--- config.mk ---
export PLATFORM = sky130hd
export DESIGN_NAME = reaction_round_ctrl
export DESIGN_NICKNAME = d
export VERILOG_FILES = /design/src/rtl/reaction_round_ctrl.sv
export SDC_FILE = /design/constraint.sdc
export NUM_CORES = 1
export LEC_CHECK = 0
export BUFFER_PORTS_ARGS = -buffer_cell sky130_fd_sc_hd__buf_2
export CAP_MARGIN = 30
export CORE_MARGIN = 5
export CORE_UTILIZATION = 50
export DETAILED_ROUTE_END_ITERATION = 8
export GPL_TIMING_DRIVEN = 0
export PLACE_DENSITY_LB_ADDON = 0.3
export SLEW_MARGIN = 20
export SYNTH_ARGS = -nofsm -noshare
export SYNTH_HDL_FRONTEND = slang
export SYNTH_SLANG_ARGS = --single-unit
export TNS_END_PERCENT = 50
--- constraint.sdc ---
create_clock -name clk -period 4.3 [get_ports clk]
set_input_delay 0.215 -clock clk [delete_from_list [all_inputs] [get_ports clk]]
set_output_delay 0.215 -clock clk [all_outputs]
set_load 0.02 [all_outputs]
--- src/rtl/reaction_round_ctrl.sv ---
// Reaction-timer round sequencer: randomized hold-off, GO indication, millisecond
// reaction measurement, false-start detection and best-time tracking.
module reaction_round_ctrl #(
  parameter int TICK_DIV     = 100000,
  parameter int MIN_DELAY_MS = 1000,
  parameter int RAND_BITS    = 10,
  parameter int MAX_MS       = 9999
) (
  input  logic        clk,
  input  logic        ck_rst,
  input  logic        btn_start,
  input  logic        btn_react,
  input  logic        btn_clr,
  output logic [13:0] rt_ms,
  output logic        rt_valid,
  output logic [13:0] best_ms,
  output logic        new_best,
  output logic        false_start,
  output logic [3:0]  leds
);

  localparam int PW = (TICK_DIV > 1) ? $clog2(TICK_DIV) : 1;
  localparam logic [PW-1:0] PRE_LAST = PW'(TICK_DIV - 1);
  localparam logic [13:0]   MAX_V    = 14'(MAX_MS);
  localparam logic [16:0]   MIN_V    = 17'(MIN_DELAY_MS);

  localparam logic [2:0] S_IDLE = 3'd0;
  localparam logic [2:0] S_ARM  = 3'd1;
  localparam logic [2:0] S_GO   = 3'd2;
  localparam logic [2:0] S_DONE = 3'd3;
  localparam logic [2:0] S_FOUL = 3'd4;

  logic [2:0]    state_q, state_d;
  logic [15:0]   lfsr_q, lfsr_d;
  logic [PW-1:0] pre_q, pre_d;
  logic [13:0]   ms_q, ms_d;
  logic [16:0]   delay_q, delay_d;
  logic [1:0]    sync_q, sync_d, hist_q, hist_d, ready_q, ready_d;
  logic [13:0]   rt_ms_q, rt_ms_d, best_q, best_d;
  logic          rt_valid_q, rt_valid_d, new_best_q, new_best_d;
  logic          false_start_q, false_start_d;
  logic [3:0]    leds_q, leds_d;

  logic [1:0]  btn_w, edge_w;
  logic        start_e, react_e, tick;
  logic [13:0] ms_inc, cap_w;
  logic [16:0] rand_w;

  assign btn_w = {btn_react, btn_start};

  // Edges are masked for two cycles after reset so a button held through reset is not seen as a press.
  genvar gi;
  generate
    for (gi = 0; gi < 2; gi++) begin : g_edge
      assign edge_w[gi] = sync_q[gi] & ~hist_q[gi] & ready_q[1];
    end
  endgenerate

  assign start_e = edge_w[0];
  assign react_e = edge_w[1];
  assign tick    = (pre_q == PRE_LAST);
  assign ms_inc  = (ms_q == MAX_V) ? ms_q : ms_q + 14'd1;
  assign rand_w  = 17'(lfsr_q[RAND_BITS-1:0]);

  always_comb begin
    state_d = state_q;
    ms_d    = ms_q;
    delay_d = delay_q;
    cap_w   = 14'd0;
    sync_d  = btn_w;
    hist_d  = sync_q;
    ready_d = {ready_q[0], 1'b1};
    lfsr_d  = {lfsr_q[0] ^ lfsr_q[2] ^ lfsr_q[3] ^ lfsr_q[5], lfsr_q[15:1]};

    case (state_q)
      S_IDLE, S_DONE, S_FOUL: begin
        if (start_e) begin
          state_d = S_ARM;
          delay_d = MIN_V + rand_w;
          ms_d    = 14'd0;
        end
      end
      S_ARM: begin
        if (react_e) begin
          state_d = S_FOUL;
        end else if (tick && ({3'b000, ms_inc} >= delay_q)) begin
          state_d = S_GO;
          ms_d    = 14'd0;
        end else if (tick) begin
          ms_d = ms_inc;
        end
      end
      S_GO: begin
        // The captured value is the count before any tick landing in the same cycle.
        if (react_e) begin
          state_d = S_DONE;
          cap_w   = ms_q;
        end else if (tick && (ms_inc >= MAX_V)) begin
          state_d = S_DONE;
          cap_w   = MAX_V;
        end else if (tick) begin
          ms_d = ms_inc;
        end
      end
      default: state_d = S_IDLE;
    endcase

    if (state_d != state_q) pre_d = '0;
    else if (tick)          pre_d = '0;
    else                    pre_d = pre_q + 1'b1;

    case (state_d)
      S_GO:    rt_ms_d = ms_d;
      S_DONE:  rt_ms_d = (state_q == S_DONE) ? rt_ms_q : cap_w;
      default: rt_ms_d = 14'd0;
    endcase

    new_best_d = (state_d == S_DONE) && (state_q != S_DONE) && (cap_w < best_q);
    if (new_best_d)   best_d = cap_w;
    else if (btn_clr) best_d = MAX_V;
    else              best_d = best_q;

    rt_valid_d    = (state_d == S_DONE);
    false_start_d = (state_d == S_FOUL);
    case (state_d)
      S_ARM:   leds_d = 4'b0010;
      S_GO:    leds_d = 4'b1111;
      S_DONE:  leds_d = 4'b0100;
      S_FOUL:  leds_d = 4'b1000;
      default: leds_d = 4'b0001;
    endcase
  end

  always_ff @(posedge clk or negedge ck_rst) begin
    if (!ck_rst) begin
      state_q       <= S_IDLE;
      lfsr_q        <= 16'hACE1;
      pre_q         <= '0;
      ms_q          <= 14'd0;
      delay_q       <= 17'd0;
      sync_q        <= 2'b00;
      hist_q        <= 2'b00;
      ready_q       <= 2'b00;
      rt_ms_q       <= 14'd0;
      rt_valid_q    <= 1'b0;
      best_q        <= MAX_V;
      new_best_q    <= 1'b0;
      false_start_q <= 1'b0;
      leds_q        <= 4'b0001;
    end else begin
      state_q       <= state_d;
      lfsr_q        <= lfsr_d;
      pre_q         <= pre_d;
      ms_q          <= ms_d;
      delay_q       <= delay_d;
      sync_q        <= sync_d;
      hist_q        <= hist_d;
      ready_q       <= ready_d;
      rt_ms_q       <= rt_ms_d;
      rt_valid_q    <= rt_valid_d;
      best_q        <= best_d;
      new_best_q    <= new_best_d;
      false_start_q <= false_start_d;
      leds_q        <= leds_d;
    end
  end

  assign rt_ms       = rt_ms_q;
  assign rt_valid    = rt_valid_q;
  assign best_ms     = best_q;
  assign new_best    = new_best_q;
  assign false_start = false_start_q;
  assign leds        = leds_q;

endmodule

==> results.txt, run 1 <==
The run finished, with violations left. The checks that failed: setup timing. The worst setup path is captured at a flip-flop. The count of pins over their slew limit is 0. The mean number of vias per cell came out at 6.09. The area of the die came out at 0.0142 mm². The proportion of layout cells with a drive suffix above 1 is 30.8%. The number of antenna violations at the first check in global routing came out at 0. The estimated wirelength of the detail-placed design is 11,600 µm. The static power due to leakage is 3.50 nW. The share of synthesized area in the top cell type comes to 35.8%. The weighted congestion at the end of routability-driven global placement is 0.932. The number of H-tree branching levels is 3. The DRC marker count from the first detailed-route iteration came out at 526. The floorplan step set the die width to 119 µm. The number of buffers added on ports is 39. The flop and latch count out of synthesis is 102. The first global-routing pass estimated 26,600 µm of wire. The growth of design area from synthesis to finish is 26.1%. For this block, the routed nets add up to 16,800 µm of wire. Among all stages on the critical path, the largest delay is contributed by sky130_fd_sc_hd__or4_4. The first TritonRoute pass finished after 5 iterations. Counting stages on the worst path, the most repeated cell is sky130_fd_sc_hd__buf_4. The number of maximum-capacitance violations is 0. The depth of the worst register-to-register path came out at 18. IR analysis of the VDD net gives a maximum drop of 0.000328 V.

The worst endpoint required time came out at 4540 ps. The global-route usage over all layers is 23.5%. The slew at the pin with the worst max-slew slack is 1140 ps. The worst hold path belongs to the class in2reg. The standard cell core area is 0.0115 mm². The number of warnings issued by yosys came out at 0.

Across all layers, the routed design uses 5,229 vias. The top-level port count came out at 40. Setup repair after global routing could not meet its margin everywhere. The number of fill cells is 909. The number of antenna-violating nets in the routed design is 0. The area share of fa/ha/maj cells after synthesis came out at 5.69%. The count of inserted antenna diode cells is 0. The library cell occupying the most area in the post-synthesis netlist is sky130_fd_sc_hd__dfrtp_1.

Ranked by total cell area, the synthesized netlist is headed by sky130_fd_sc_hd__dfrtp_1, sky130_fd_sc_hd__dfstp_2, sky130_fd_sc_hd__ha_1. The average cell area after synthesis came out at 9.62 µm². The gate count after technology mapping came out at 617. Grouping stages by cell kind, the critical path spends the most delay in compound AO/OA/AOI/OAI gates. The delay of the slowest cell on the worst path came out at 550 ps. The count of different cell masters after synthesis is 79. The final total negative setup slack is -489 ps. The final worst setup slack came out at -86.9 ps. In the routed design, unresolved DRC markers number 0.

The die is 119 µm tall. Along the worst path, the maximum fanout reaches 8. Counting every sink on the clock net gives 102. The final hold violation count came out at 0. The net count after synthesis is 649. The shortest period the worst path allows came out at 4390 ps. The post-route clock period utilization came out at 102%. The initial core utilization came out at 51.5%.

The floorplan row count came out at 39. The sequential fraction of the synthesis area is 43.4%. The per-cell routed wire length is 19.6 µm. The count of buffering cells on the critical path with inverters included came out at 4. After synthesis, the largest family of logic cells by area is simple AND/OR/NAND/NOR gates. The clock-pin slew on the worst setup and hold paths is 70 ps. The via count of the first global-routing pass is 5,133. The final setup violation count came out at 10.

No sink is reached through more buffers than the 2 on the longest clock path. The number of enable-type register cells in the synthesized netlist is 0. The clock skew came out at 10.4 ps.

The post-layout total power is 2.46 mW. The type of the worst setup path is reg2reg. The number of placed instances, taps included is 800. The synthesized netlist devotes 18.5% of its cell area to compound gates. STA puts the critical path data arrival time at 4630 ps.

The post-synthesis share of cell area spent on xor and xnor gates came out at 5.02%. The root buffer cell is sky130_fd_sc_hd__clkbuf_16. The largest net degree at the start of global routing is 61. In the synthesized netlist the async set-or-reset flop fraction comes to 100%. The number of CTS-inserted buffers is 9.

The proportion of synthesized area in mux cells came out at 3.84%. The number of standard cells in the final layout excluding fillers came out at 858. The most used flip-flop cell after synthesis is sky130_fd_sc_hd__dfrtp_1.

Walking the worst path, the cells encountered are or4_4, nor4_4, buf_4, a21oi_4, buf_4, a311oi_4, o211a_1, nor2_4, buf_4, nor2_2, ha_1, a21o_1, a21oi_4, o221a_4, o2111ai_4, o21ba_4, buf_12, mux2_4. The area share of and/or/nand/nor cells after synthesis is 18.5%. The insertion delay of the later-clocked pin in the worst-skew pair is 360 ps. Counting instances, the worst hold path has a depth of 3.

In this run the cell area of the synthesized design comes to 0.00594 mm². Dividing total power by cell area gives a power density of 329 mW/mm². The remaining global-route overflow came out at 0.

TritonCTS built the clock tree. Ranked by instance count, the synthesized netlist is headed by sky130_fd_sc_hd__dfrtp_1, sky130_fd_sc_hd__nor2_1, sky130_fd_sc_hd__nand2_1. The worst setup path is launched from a flip-flop. Measured against its own limit, the worst slew margin works out to 24.3%. The most common cell in the synthesized netlist is sky130_fd_sc_hd__dfrtp_1. The layout net count is 742.

The number of cells on the critical path is 18. The maximum clock frequency is 228 MHz.
through the flow:
step	util [%]	setup WS, ps	hold slack [ps]	instance area [µm²]
after floorplan	-	24.5	-80.6	5940
after global placement	54.8	-778	325	6310
after detailed placement	55.1	-816	159	6340
after CTS	62.3	-52.7	191	7180
after global routing	65.0	-168	203	7480
final	65.0	-86.9	201	7480
logic make-up (layout without fill, tap and decap cells):
group | Yosys count | in the layout
compound gates | 149 | 149
xor+xnor | 34 | 34
fa+ha+maj | 27 | 27
buf+inv | 69 | 167
flops | 102 | 102
mux | 20 | 20
other cells | 1 | 1
simple gates | 215 | 215
cell usage in the layout, fill, tap and decap left out, types with 17 or more instances in the layout:
cell type / n
sky130_fd_sc_hd__a21oi_1: 20
sky130_fd_sc_hd__buf_2: 42
sky130_fd_sc_hd__buf_4: 40
sky130_fd_sc_hd__clkbuf_1: 17
sky130_fd_sc_hd__dfrtp_1: 81
sky130_fd_sc_hd__dfstp_2: 17
sky130_fd_sc_hd__ha_1: 21
sky130_fd_sc_hd__inv_1: 36
sky130_fd_sc_hd__nand2_1: 48
sky130_fd_sc_hd__nor2_1: 60
sky130_fd_sc_hd__o21ai_0: 26
sky130_fd_sc_hd__xor2_1: 21
report_power, final:
part | switching [mW] | total [mW] | internal [mW]
combinational | 0.384 | 0.575 | 0.190
sequential | 0.0445 | 1.07 | 1.02
clock | 0.350 | 0.817 | 0.466
state kept, by name, summed over array words and instances (netlist names):
name	flops
hist_d	2
ms_q	14
leds	4
delay_q	11
pre_q	17
best_ms	14
lfsr_q	16
rt_ms	14
hist_q	2
ready_q	2
state_q	3
new_best	1
false_start	1
rt_valid	1
worst paths after layout:
kind	startpoint	endpoint	slack (ps)
max	ms_q[5]	best_ms[7]	-90
min	btn_clr	best_ms[11]	200
max reg2reg	ms_q[5]	best_ms[7]	-90
min reg2reg	lfsr_q[11]	lfsr_q[10]	360
max in group asynchronous	ck_rst	best_ms[10]	3270
min in group asynchronous	ck_rst	lfsr_q[14]	350
worst reg2reg max path: cells and delay by family, from the launching register on:
family          cells  cell delay [ps]
flops               1              420
mux                 1              300
buf+inv             4              660
simple gates        4              960
compound gates      8             1670
fa+ha+maj           1              280
layer usage:
layer  track usage (%)  part of all wire [%]  vias up
li1                  -                     -     2393
met1              32.4                    43     2547
met2              36.9                    47      243
met3              5.64                   8.2       46
met4              7.02                   2.5        0
met5                 0                     0        -
cell type report:
class	instances	area, µm²	share of cell area (%)
repair buffers	86	599	8.01
flip-flops and latches	102	2580	34.5
multi-input cells	446	3510	46.9
clock buffers	12	246	3.29
plain buffers	28	181	2.42
clock inverters	4	48.8	0.652
well taps	143	179	2.39
inverters	37	139	1.86
what timing repair did:
item	in CTS	in global routing
pin swaps	27	20
endpoints found under the setup margin	46	44
setup buffers	26	16
hold buffers	3	0
hold endpoints to repair	33	0
cloned	0	1
resized for setup	57	43
No activity file was read; power rests on OpenSTA's default activity.
==> inputs of run 2 (changes only) <==
- SKIP_CTS_REPAIR_TIMING: default -> 1
==> run 2 against run 1 <==
Compared with the run above: the flow still finishes with violations (setup timing); clock-buffer cell count is the same; power down 0.31%; critical path depth unchanged; critical path type unchanged; critical endpoint unchanged; largest cell class unchanged; highest routed layer unchanged.
==> results.txt, run 2 (synthesized netlist as in run 1, its figures left out) <==
The flow ran to the end, but the final reports show violations. The checks that failed: setup timing. The final hold violation count is 0 (unchanged). The number of search-and-repair iterations in the first detailed-routing pass is 6 (+1).

The number of stages on the worst hold path is 3 (unchanged). The number of antenna-violating nets in the routed design is 0 (unchanged). The worst endpoint required time came out at 4540 ps (about the same).

The number of maximum-capacitance violations came out at 0 (unchanged). The post-placement setup slack came out at -816 ps (unchanged). The DRC violation count after routing was 0 (unchanged). The worst max-slew margin expressed relative to the limit came out at 24.6% (+0.33 points). The weighted congestion at the end of routability-driven global placement came out at 0.932 (unchanged). The die width is 119 µm (unchanged). The startpoint identified for the worst hold timing path is btn_clr. The standard cell core area is 0.0115 mm² (unchanged). The wire length after detailed routing was 16,500 µm (-1.8%). The CTS sink count came to 102 (unchanged). The largest fanout of any net on the critical path was 8 (unchanged). The insertion delay of the later-clocked pin in the worst-skew pair is 350 ps (about the same). TritonCTS built the clock tree. The via count of the first global-routing pass is 4,886 (-4.8%). The estimated wirelength of the detail-placed design came to 11,600 µm (unchanged).

The number of buffers between clock root and the deepest sink came out at 2 (unchanged). The worst voltage drop across the vdd grid came out at 0.000312 V (-4.7%). The global-route usage over all layers came out at 22.3% (-1.1 points).

The area of the die came out at 0.0142 mm² (unchanged). The number of antenna violations at the first check in global routing came to 0 (unchanged). The type of the worst setup path is reg2reg. The placed cell area came out at 0.00634 mm² (unchanged). The number of H-tree branching levels is 3 (unchanged). The number of flip-flops in the largest register is 17 (unchanged).

The static power due to leakage is 3.45 nW (-1.3%). For hold timing, the worst endpoint is best_ms[11]. The internal reg-to-reg setup slack is -200 ps (-110 ps). The mean number of vias per cell came out at 6.10 (+0.17%). The area of all placed cells without fillers came to 0.00739 mm² (-1.2%).

Setup repair after global routing could not meet its margin everywhere. The shortest period the worst path allows came out at 4500 ps (+112 ps). The depth of the worst register-to-register path is 18 (unchanged). The clock-pin slew on the worst setup and hold paths came out at 70 ps (about the same). The clock skew is 9.80 ps (-0.614 ps). The per-cell routed wire length came to 19.4 µm (-1.0%). The maximum clock frequency is 222 MHz (-2.5%). The final setup violation count is 22 (+12). The count of pins over their slew limit is 0 (unchanged). The DRC marker count from the first detailed-route iteration came out at 516 (-1.9%). The top-level port count is 40 (unchanged). The commonest non-fill, non-tap cell in the layout is sky130_fd_sc_hd__dfrtp_1. The number of buffers added on ports came out at 39 (unchanged). The chip height is 119 µm (unchanged). The largest net degree at the start of global routing came out at 61 (unchanged). The remaining global-route overflow is 0 (unchanged). The layout net count was 735 (-0.94%).

The root buffer cell is sky130_fd_sc_hd__clkbuf_16. The count of inserted antenna diode cells came to 0 (unchanged). The proportion of layout cells with a drive suffix above 1 is 29.4% (-1.4 points). The slew at the pin with the worst max-slew slack came out at 1130 ps (-4.90 ps).

The number of CTS-inserted buffers is 9 (unchanged). The final worst setup slack came out at -199 ps (-112 ps). The post-route clock period utilization came out at 105% (+2.6 points). The growth of design area from synthesis to finish came out at 24.5%. The largest registers in the layout are pre_q x17, lfsr_q x16. The wire length of the first global-routing pass came out at 25,300 µm (-4.7%). Counting flops per register, the top entry is pre_q. The critical path arrival is 4740 ps (+110 ps).

The number of fill cells came to 922 (+1.4%). The floorplan row count is 39 (unchanged). The library cells used most frequently in the layout, excluding fill and tap cells, are sky130_fd_sc_hd__dfrtp_1, sky130_fd_sc_hd__nor2_1, sky130_fd_sc_hd__nand2_1, sky130_fd_sc_hd__buf_2, sky130_fd_sc_hd__inv_1.

The worst register-to-register path ends at best_ms[7]. The vias after detailed routing came out at 5,195 (-0.65%). The path type of the worst min-delay path is in2reg. The startpoint identified for the worst register-to-register timing path is ms_q[8]. The power per cell area came out at 332 mW/mm² (+0.94%). The initial core utilization is 51.5% (unchanged). STA classifies the critical path endpoint as a flip-flop.

The worst setup path is launched from a flip-flop.
-- run 2: cell types whose count changed in the layout (fill, tap and decap cells not counted), sizes merged --
cell	delta
clkbuf	+2
buf	-9
-- run 2: final cells by class --
type / instances / area [µm²] / share of cell area (%)
Sequential cell: 102 / 2580 / 34.9
Clock inverter: 4 / 48.8 / 0.660
Inverter: 37 / 139 / 1.88
Timing Repair Buffer: 79 / 549 / 7.43
Clock buffer: 12 / 246 / 3.33
Tap cell: 143 / 179 / 2.42
Buffer: 28 / 168 / 2.27
Multi-Input combinational cell: 446 / 3490 / 47.2
-- run 2: worst max path at each step --
stage                   start           to  slack, ps  cells past startpoint
CTS                 pre_q[12]   best_ms[7]       -850                     18
global placement    pre_q[12]  best_ms[12]       -780                     18
global route         ms_q[10]  best_ms[12]       -300                     18
detailed placement  pre_q[12]  best_ms[12]       -820                     18
finish                ms_q[8]   best_ms[7]       -200                     18
floorplan             ms_q[0]  best_ms[12]         20                     20
-- run 2: per-stage QoR --
stage	hold slack [ps]	total power, mW	utilization, %	TNS, ps	instances
floorplan	-80.6	1.41	-	0	617
global placement	325	1.57	54.8	-15850	799
detailed placement	159	1.58	55.1	-16600	800
CTS	-220	2.40	57.6	-17740	816
global route	203	2.57	64.2	-5950	851
finish	209	2.45	64.2	-2040	851
-- run 2: worst max-delay path, stage by stage (launching register included) --
cell,delay [ps]
sky130_fd_sc_hd__dfrtp_1,560
sky130_fd_sc_hd__nand4_1,270
sky130_fd_sc_hd__o31a_1,360
sky130_fd_sc_hd__nor4_4,290
sky130_fd_sc_hd__buf_4,190
sky130_fd_sc_hd__nor3_4,60
sky130_fd_sc_hd__o21a_2,270
sky130_fd_sc_hd__nor2_4,270
sky130_fd_sc_hd__a21oi_4,100
sky130_fd_sc_hd__ha_4,300
sky130_fd_sc_hd__nand4_1,140
sky130_fd_sc_hd__nor2_2,170
sky130_fd_sc_hd__and3_4,230
sky130_fd_sc_hd__o2111a_1,210
sky130_fd_sc_hd__o211ai_1,140
sky130_fd_sc_hd__o2111ai_4,150
sky130_fd_sc_hd__o21ba_4,220
sky130_fd_sc_hd__buf_12,160
sky130_fd_sc_hd__mux2_4,290
-- run 2: power by group --
group          switching, mW  leakage (nW)  total, mW  internal (mW)
clock                  0.349         0.147      0.815          0.466
sequential            0.0431          1.31       1.07           1.02
combinational          0.380          2.00      0.570          0.190
-- run 2: layer usage --
metal | track usage, % | part of all wire [%] | vias up
met2 | 35.2 | 47 | 270
met4 | 5.72 | 1.8 | 0
met5 | 0 | 0 | -
met3 | 5.69 | 8.3 | 30
li1 | - | - | 2364
met1 | 31.0 | 43 | 2531
==> inputs of run 3 (changes only) <==
--- a/config.mk
+++ b/config.mk
@@ -10,4 +10,5 @@
 export CORE_MARGIN = 5
 export CORE_UTILIZATION = 50
+export CTS_CLUSTER_SIZE = 28
 export DETAILED_ROUTE_END_ITERATION = 8
 export GPL_TIMING_DRIVEN = 0
==> constraint.sdc (replaced) <==
create_clock -name clk -period 4.3 [get_ports clk]
set_input_delay 0.43 -clock clk [delete_from_list [all_inputs] [get_ports clk]]
set_output_delay 0.43 -clock clk [all_outputs]
set_load 0.02 [all_outputs]
==> run 3 against run 2 <==
Compared with the run above: the flow finishes with violations (hold timing, setup timing); combinational power hardly changed; clock skew is 0.58 ps lower; non-clock buffer count is 3 lower; sequential share of layout area is 0.14 points higher; power hardly changed; global-route usage stayed put; clock-buffer cell count stayed put.
==> results.txt, run 3 (synthesized netlist as in run 1, its figures left out) <==
The worst setup path is of the reg2reg kind. The min-delay analysis places its worst path in the category in2async. The largest net degree at the start of global routing is 61 (unchanged). The insertion delay of the later-clocked pin in the worst-skew pair was 360 ps (about the same).

The via count of the first global-routing pass came out at 4,886 (unchanged). The slew at the pin with the worst max-slew slack came out at 1140 ps (+13.1 ps). The shortest period the worst path allows came to 4490 ps (-5.86 ps). The power per cell area is 333 mW/mm² (+0.50%).

The count of inserted antenna diode cells is 0 (unchanged). The final worst setup slack came to -193 ps (+5.86 ps). The worst setup path is captured at a flip-flop.

The maximum clock frequency came out at 223 MHz (+0.13%). The worst slack on hold paths came out at -10.5 ps (-220 ps). The vias after detailed routing came out at 5,150 (-0.87%).

The CTS sink count came out at 102 (unchanged). The DRC marker count from the first detailed-route iteration is 504 (-2.3%). The TritonCTS clock tree is yes. The most numerous cell type found on the critical path is sky130_fd_sc_hd__buf_4. The critical path arrival came out at 4730 ps (about the same).

The DRC violation count after routing came out at 0 (unchanged). The floorplan row count came out at 39 (unchanged). The worst setup path is launched from a flip-flop. The checks that failed: hold timing, setup timing. The post-route clock period utilization came out at 104% (-0.14 points). The largest fanout of any net on the critical path came out at 9 (+1). The number of antenna violations at the first check in global routing came out at 0 (unchanged). Leaving out fill and tap cells, the most frequent cells in the layout are sky130_fd_sc_hd__dfrtp_1, sky130_fd_sc_hd__nor2_1, sky130_fd_sc_hd__nand2_1, sky130_fd_sc_hd__buf_2, sky130_fd_sc_hd__inv_1. The final setup violation count is 22 (unchanged).

The layout net count was 732 (-0.41%). The count of buffering cells on the critical path with inverters included is 4 (+2). The global-route usage over all layers came out at 22.3% (unchanged). The area of all placed cells without fillers came to 0.00736 mm² (-0.41%). The count of pins over their slew limit came out at 0 (unchanged). The post-placement setup slack came out at -816 ps (unchanged). The initial core utilization came out at 51.5% (unchanged). The growth of design area from synthesis to finish came out at 24.0%.

The placed cell area came to 0.00634 mm² (unchanged). The final total negative setup slack is -2110 ps (-60.9 ps). The remaining global-route overflow is 0 (unchanged). The most flop-heavy register is pre_q. The mean number of vias per cell is 6.07 (-0.52%).

The number of placed instances, taps included is 800 (unchanged). The number of CTS-inserted buffers came to 9 (unchanged). Among all stages on the critical path, the largest delay is contributed by sky130_fd_sc_hd__dfrtp_1. The top-level port count is 40 (unchanged). The clock skew came out at 9.22 ps (-0.579 ps). The number of antenna-violating nets in the routed design was 0 (unchanged).

The final hold violation count is 7 (+7). The area of the die is 0.0142 mm² (unchanged). The number of H-tree branching levels is 3 (unchanged). The number of standard cells in the final layout excluding fillers is 848 (-0.35%). The largest registers in the layout are pre_q x17, lfsr_q x16. The standard cell core area was 0.0115 mm² (unchanged). The number of maximum-capacitance violations is 0 (unchanged).

Walking the worst path, the cells encountered are buf_4, nand4_1, buf_4, o31a_1, nor4_4, buf_4, nor3_4, o21a_2, nor2_4, a21oi_4, ha_4, nand4_1, nor2_2, and3_4, o2111a_1, o211ai_1, o2111ai_4, o21ba_4, buf_12, mux2_4. The proportion of layout cells with a drive suffix above 1 is 29.5% (+0.13 points). The worst voltage drop across the vdd grid is 0.000313 V (about the same). The wire length of the first global-routing pass is 25,300 µm (unchanged). The per-cell routed wire length came out at 19.4 µm (about the same). The number of flip-flops in the largest register is 17 (unchanged). The wire length after detailed routing is 16,500 µm (-0.25%).

The commonest non-fill, non-tap cell in the layout is sky130_fd_sc_hd__dfrtp_1. The static power due to leakage came to 3.44 nW (-0.36%). The die width is 119 µm (unchanged). The estimated wirelength of the detail-placed design came to 11,600 µm (unchanged). The internal reg-to-reg setup slack is -190 ps (about the same).

The number of buffers added on ports is 39 (unchanged). The chip height is 119 µm (unchanged). The delay of the slowest cell on the worst path is 400 ps (-160 ps). The worst max-slew margin expressed relative to the limit came to 23.7% (-0.87 points). The clock-pin slew on the worst setup and hold paths came out at 70 ps (about the same).

Broken down by cell family, the worst path's largest delay share belongs to compound AO/OA/AOI/OAI gates. The final core utilization is 63.9% (-0.26 points). The weighted congestion at the end of routability-driven global placement came to 0.932 (unchanged). The number of fill cells was 923 (+0.11%). The run finished, with violations left.

The number of search-and-repair iterations in the first detailed-routing pass is 5 (-1). The post-layout total power came out at 2.45 mW (about the same). The worst endpoint required time came out at 4540 ps (about the same). Clock tree synthesis selected as its root buffer the cell sky130_fd_sc_hd__clkbuf_16. Setup repair after global routing could not meet its margin everywhere. The number of buffers between clock root and the deepest sink was 2 (unchanged).
run 3: layer usage:
layer	GRT usage, %	up-vias	wire [µm]
li1	-	2361	-
met1	31.0	2526	7170
met2	35.2	232	7760
met3	5.69	31	1250
met4	5.72	0	296
met5	0	-	0
run 3: final timing paths:
check / start / to / cells past startpoint
max in group asynchronous: ck_rst / best_ms[9] / 2
min in group clk: btn_start / hist_d[0] / 1
setup / recovery: ms_q[1] / best_ms[7] / 20
hold reg to reg: lfsr_q[11] / lfsr_q[10] / 0
hold / removal: ck_rst / lfsr_q[14] / 1
setup reg to reg: ms_q[1] / best_ms[7] / 20
run 3: layout make-up:
class / instances / area, µm² / share of cell area (%)
Inverter: 37 / 139 / 1.89
Sequential cell: 102 / 2580 / 35.0
Timing Repair Buffer: 76 / 519 / 7.05
Multi-Input combinational cell: 446 / 3490 / 47.3
Clock inverter: 4 / 48.8 / 0.663
Buffer: 28 / 168 / 2.28
Tap cell: 143 / 179 / 2.43
Clock buffer: 12 / 246 / 3.35
run 3: where the power goes:
part | switching (mW) | leakage, nW | internal, mW
clock | 0.351 | 0.147 | 0.467
sequential | 0.0431 | 1.31 | 1.02
combinational | 0.382 | 1.98 | 0.189
